$ cat config.mk
export PLATFORM = sky130hd
export DESIGN_NAME = bg_region_mapper
export DESIGN_NICKNAME = d
export VERILOG_FILES = /design/src/rtl/bg_region_mapper.sv
export SDC_FILE = /design/constraint.sdc
export NUM_CORES = 2
export LEC_CHECK = 0
export CORE_MARGIN = 4
export CORE_UTILIZATION = 25
export CTS_CLUSTER_DIAMETER = 200
export DETAILED_ROUTE_END_ITERATION = 10
export GPL_TIMING_DRIVEN = 1
export PLACE_DENSITY = 0.42
export SYNTH_ARGS = -nofsm -noshare
export SYNTH_HDL_FRONTEND = slang
export SYNTH_SLANG_ARGS = --single-unit
$ cat constraint.sdc
create_clock -name Clk -period 15.9 [get_ports Clk]
set_input_delay 3.18 -clock Clk [delete_from_list [all_inputs] [get_ports Clk]]
set_output_delay 3.18 -clock Clk [all_outputs]
set_load 0.03 [all_outputs]
$ cat src/rtl/bg_region_mapper.sv
// Two-stage pixel-to-region mapper with shadowed, scrollable windows.
// Table commits and scroll advances happen on frame_tick.
module bg_region_mapper #(
  parameter int NUM_REGIONS = 3,
  parameter int COORD_W     = 10,
  parameter int ADDR_W      = 19,
  parameter int ID_W        = $clog2(NUM_REGIONS + 1)
) (
  input  logic               Clk,
  input  logic               Reset,
  input  logic               frame_tick,
  input  logic [COORD_W-1:0] DrawX,
  input  logic [COORD_W-1:0] DrawY,
  input  logic               pix_valid,
  input  logic               cfg_we,
  input  logic [ID_W-1:0]    cfg_idx,
  input  logic [COORD_W-1:0] cfg_x_pos,
  input  logic [COORD_W-1:0] cfg_y_pos,
  input  logic [COORD_W-1:0] cfg_x_size,
  input  logic [COORD_W-1:0] cfg_y_size,
  input  logic [ADDR_W-1:0]  cfg_base,
  input  logic [COORD_W-1:0] cfg_scroll_step,
  output logic [ADDR_W-1:0]  bg_read_address,
  output logic [ID_W-1:0]    is_bg,
  output logic               out_valid
);

  localparam int CW = COORD_W;
  localparam int PW = ADDR_W + 2 * COORD_W + 1;

  typedef struct packed {
    logic [CW-1:0]     xp;
    logic [CW-1:0]     yp;
    logic [CW-1:0]     xs;
    logic [CW-1:0]     ys;
    logic [ADDR_W-1:0] base;
    logic [CW-1:0]     step;
  } win_t;

  win_t              sh_q   [NUM_REGIONS];
  win_t              act_q  [NUM_REGIONS];
  logic [CW-1:0]     off_q  [NUM_REGIONS];
  logic [CW-1:0]     off_d  [NUM_REGIONS];
  logic [CW-1:0]     rx_d   [NUM_REGIONS];
  logic [CW-1:0]     ry_d   [NUM_REGIONS];
  logic [NUM_REGIONS-1:0] hit_d;

  logic [NUM_REGIONS-1:0] s1_hit_q;
  logic [CW-1:0]     s1_rx_q   [NUM_REGIONS];
  logic [CW-1:0]     s1_ry_q   [NUM_REGIONS];
  logic [CW-1:0]     s1_xs_q   [NUM_REGIONS];
  logic [ADDR_W-1:0] s1_base_q [NUM_REGIONS];
  logic              s1_vld_q;

  win_t cfg_w;
  assign cfg_w = '{xp: cfg_x_pos, yp: cfg_y_pos, xs: cfg_x_size,
                   ys: cfg_y_size, base: cfg_base, step: cfg_scroll_step};

  for (genvar g = 0; g < NUM_REGIONS; g++) begin : g_reg
    logic [CW:0] step_e, sum, sum_w, xe, ye, rs, ys1;
    assign ys1    = {1'b0, act_q[g].ys};
    // A step not smaller than the window height would skip whole frames
    assign step_e = (act_q[g].step < act_q[g].ys) ? {1'b0, act_q[g].step} : '0;
    assign sum    = {1'b0, off_q[g]} + step_e;
    assign sum_w  = (sum >= ys1) ? sum - ys1 : sum;
    assign off_d[g] = (sh_q[g].ys != act_q[g].ys) ? '0 : sum_w[CW-1:0];

    assign xe = {1'b0, act_q[g].xp} + {1'b0, act_q[g].xs};
    assign ye = {1'b0, act_q[g].yp} + ys1;
    assign hit_d[g] = (|act_q[g].xs) && (|act_q[g].ys) &&
                      ({1'b0, DrawX} >= {1'b0, act_q[g].xp}) &&
                      ({1'b0, DrawX} < xe) &&
                      ({1'b0, DrawY} >= {1'b0, act_q[g].yp}) &&
                      ({1'b0, DrawY} < ye);
    assign rx_d[g] = DrawX - act_q[g].xp;
    assign rs      = {1'b0, DrawY - act_q[g].yp} + {1'b0, off_q[g]};
    assign ry_d[g] = (rs >= ys1) ? CW'(rs - ys1) : rs[CW-1:0];
  end

  always_ff @(posedge Clk) begin
    if (Reset) begin
      for (int i = 0; i < NUM_REGIONS; i++) begin
        sh_q[i]  <= '0;
        act_q[i] <= '0;
        off_q[i] <= '0;
      end
    end else begin
      for (int i = 0; i < NUM_REGIONS; i++) begin
        if (frame_tick) begin
          act_q[i] <= sh_q[i];
          off_q[i] <= off_d[i];
        end
        if (cfg_we && cfg_idx == ID_W'(i + 1)) begin
          sh_q[i] <= cfg_w;
        end
      end
    end
  end

  always_ff @(posedge Clk) begin
    if (Reset) begin
      s1_hit_q <= '0;
      s1_vld_q <= 1'b0;
      for (int i = 0; i < NUM_REGIONS; i++) begin
        s1_rx_q[i]   <= '0;
        s1_ry_q[i]   <= '0;
        s1_xs_q[i]   <= '0;
        s1_base_q[i] <= '0;
      end
    end else begin
      s1_hit_q <= hit_d;
      s1_vld_q <= pix_valid;
      for (int i = 0; i < NUM_REGIONS; i++) begin
        s1_rx_q[i]   <= rx_d[i];
        s1_ry_q[i]   <= ry_d[i];
        s1_xs_q[i]   <= act_q[i].xs;
        s1_base_q[i] <= act_q[i].base;
      end
    end
  end

  logic [ID_W-1:0]   id_d;
  logic [ADDR_W-1:0] addr_d;
  logic [ADDR_W-1:0] sel_base;
  logic [CW-1:0]     sel_rx, sel_ry, sel_xs;

  // Descending scan so the lowest-index hit is the last one written
  always_comb begin
    id_d     = '0;
    sel_base = '0;
    sel_rx   = '0;
    sel_ry   = '0;
    sel_xs   = '0;
    for (int i = NUM_REGIONS - 1; i >= 0; i--) begin
      if (s1_hit_q[i]) begin
        id_d     = ID_W'(i + 1);
        sel_base = s1_base_q[i];
        sel_rx   = s1_rx_q[i];
        sel_ry   = s1_ry_q[i];
        sel_xs   = s1_xs_q[i];
      end
    end
    addr_d = ADDR_W'(PW'(sel_base) + PW'(sel_ry) * PW'(sel_xs) + PW'(sel_rx));
  end

  always_ff @(posedge Clk) begin
    if (Reset) begin
      is_bg           <= '0;
      bg_read_address <= '0;
      out_valid       <= 1'b0;
    end else begin
      is_bg           <= id_d;
      bg_read_address <= addr_d;
      out_valid       <= s1_vld_q;
    end
  end

endmodule

==> key figures <==
STA
  – Min cycle time layout: 8.61 ns
  – Peak Freq: 116 MHz
  – Max_slew headroom: 25.7%
  – Final Hold Vio Count: 0
  – Clock Skew: 0.0244 ns
  – Fin Setup TNS: 0 ns
  – Worst-Margin Slew: 1.10 ns
  – RSZ-0062 raised after global routing: no
  – Final setup fails: 0
  – Crit share post-route: 54.1%
  – Final Max Slew Viols: 0

Critical path
  – Crit-path slowest cell: clkdlybuf4s50_1
  – R2R cell count: 21
  – Crit Path Category: in2reg
  – Nature of the critical path endpoint: flip-flop
  – Max FO, Critical Path: 11
  – Required time of the worst setup path: 16.44 ns
  – Worst setup SP type: input pin
  – Most frequent CP cell: o21ai_0
  – Cells along the critical path: clkdlybuf4s50_1 > ha_1 > nor2b_1 > o21ai_0 > a21boi_0 > o21ai_0 > nand2_1 > xor2_1 > ha_1 > or3_1 > nor2_1 > o21ai_0 > o211a_1 > a31oi_1 > xnor2_1 > ha_1 > nand4_1 > nor3_1 > a2111oi_0 > o21ai_0 > nor2_1 > mux2i_1 > nor2_1
  – CP max stage delay: 1.05 ns
  – Worst EP arrival: 9.15 ns

Placed design
  – # port buffers: 117
  – Post-DP HPWL: 82600 um
  – Gpl congestion: 0.816

GRT
  – Largest net degree at the start of global routing: 147
  – GRT Util Overall: 13.9%
  – Vias in the first global route: 25700
  – Initial antenna violation count: 11
  – Congestion Overflow GR: 0
  – First-pass GRT wire length: 164000 um

Hold path
  – Hold WC Path Type: reg2reg
  – Hold depth: 1

Final layout
  – Layout area overhead: 16.1%
  – Proportion of layout cells with a drive suffix above 1: 5.16%
  – Nets: 4188
  – Most frequent cells in the layout: 444 x edfxtp_1, 368 x ha_1, 294 x inv_1
  – Commonest non-fill, non-tap cell in the layout: edfxtp_1

Yosys
  – Ys flop type: edfxtp_1
  – EDFF count, synth: 444
  – Count of cell types in the netlist: 88
  – Synthesized instance count: 3477
  – Synth Warn #: 0
  – Synthesized Nets: 4055
  – Mapped cell area: 37600 um2
  – Asr flop ratio synth: 0%
  – Yosys reg bits: 617
  – Sequential element share of the synthesized area: 44.7%
  – Avg Cell Area, Syn: 10.8 um2

CTS
  – Clock Latency Late Sink: 0.69 ns
  – H-tree levels: 3
  – Post-CTS Setup Repair Bufs: 0
  – Cts repair resizes: 0
  – Clock Path Buffers: 3
  – Hold buffer count at cts: 0
  – CTS Buf Count: 73
  – CTS tree: done
  – Root buf cell: clkbuf_16
  – CTS sink cnt: 617
  – Clock-pin slew of the registers on the worst-case setup and hold paths: 0.06 ns

Pwr
  – Power per Cell Area: 116 nW/um2
  – Leak: 17.8 nW
  – Total Power: 5.06 mW
  – Worst vdd rail ir drop: 0.0824 mV

Floorplanning
  – Chip Height: 396 um
  – Total core area: 150000 um2
  – Starting Density: 25.1%
  – Die ar.: 157000 um2
  – I/O pin cnt: 118
  – Die Wd: 396 um
  – Row Count: 142

Detailed routing
  – Vias per cell: 4.44
  – # DRC: 0
  – Drt first-iter violations: 1391
  – Routed len/inst: 19.3 um
  – Post-route ant nets: 0
  – Wirelength, routed: 109000 um
  – Pre-antenna DRT Iters: 5
  – Vias: 25200

Outcome
  – Outcome: completed

Job
  – Max Cap Viol: 0
-- cells in the mapped netlist (all sizes together) (63+ instances only) --
cell type  instances  area (um2)
nand2            149         559
xnor2            125        1090
ha               368        4600
a21o              63         474
inv              294        1100
and2             281        1760
nor2             256         963
o21ai            128         644
a21oi            165         833
xor2              78         683
nor2b            140         876
fa               114        2280
dfxtp            173        3460
edfxtp           444       13300
nor3              64         332
-- stage by stage --
stage,cell area [um2],hold slack [ns],worst slack (ns),std cells,utilization [%]
floorplan,37600,0.414,7.24,3477,-
global placement,41200,0.420,6.65,5551,27.5
detailed placement,41200,0.427,6.66,5551,27.5
CTS,43600,0.439,7.35,5679,29.2
global route,43600,0.456,6.77,5679,29.2
finish,43600,0.435,7.29,5682,29.2
-- critical path: cells and delay by family --
family          cells  cell delay (ns)
mux                 1             0.30
compound gates      8             1.67
xor+xnor            2             0.32
simple gates        8             1.73
fa+ha+maj           3             0.88
buf+inv             1             1.05
-- report_power, final --
part / leakage (nW) / switching (mW) / internal (mW)
registers: 6.08 / 0.0976 / 1.88
clock network: 1.17 / 0.724 / 1.02
logic: 10.5 / 0.770 / 0.568
total: 17.8 / 1.59 / 3.47
-- routing by layer --
metal	wire (um)	global-route usage, %	vias up	part of all wire (%)
li1	-	-	12600	-
met3	3430	1.73	125	3.1
met5	0	0	-	0
met2	50200	22.7	378	46
met4	3000	4.60	0	2.7
met1	52800	19.1	12200	48
-- path summary, 6_finish.rpt --
kind                                  start                  end  slack (ns)
worst max-delay path               DrawY[1]       s1_ry_q[0][12]        7.29
worst min-delay path               s1_vld_q            out_valid        0.43
worst max register to register  s1_hit_q[1]  bg_read_address[17]        8.64
worst min register to register     s1_vld_q            out_valid        0.43
-- area by class of cell --
type,count,area [um2]
inverters,294,1100
repair buffers,140,1370
well taps,2016,2520
clock buffers,94,1970
flip-flops and latches,617,16800
clock inverters,34,494
multi-input cells,2484,19400
fillers,15700,106000
diodes,3,7.51
-- registers in the layout, summed over array words and instances (netlist names), 2 cells and up --
| name | count |
|---|---|
| off_q | 30 |
| sh_q | 207 |
| s1_rx_q | 30 |
| bg_read_address | 19 |
| s1_base_q | 57 |
| s1_hit_q | 3 |
| s1_ry_q | 30 |
| is_bg | 2 |
| act_q | 207 |
| s1_xs_q | 30 |
-- cell families after synthesis --
family                   after synthesis  share of synthesized area [%]
adder cells (fa/ha/maj)              482                           18.3
multiplexers                          43                           1.15
buffers and inverters                376                           3.89
AND/OR/NAND/NOR                     1104                           15.4
AO/OA/AOI/OAI                        652                           11.8
flip-flops                           617                           44.7
XOR/XNOR                             203                           4.73
(Power assumes the default switching activity.)
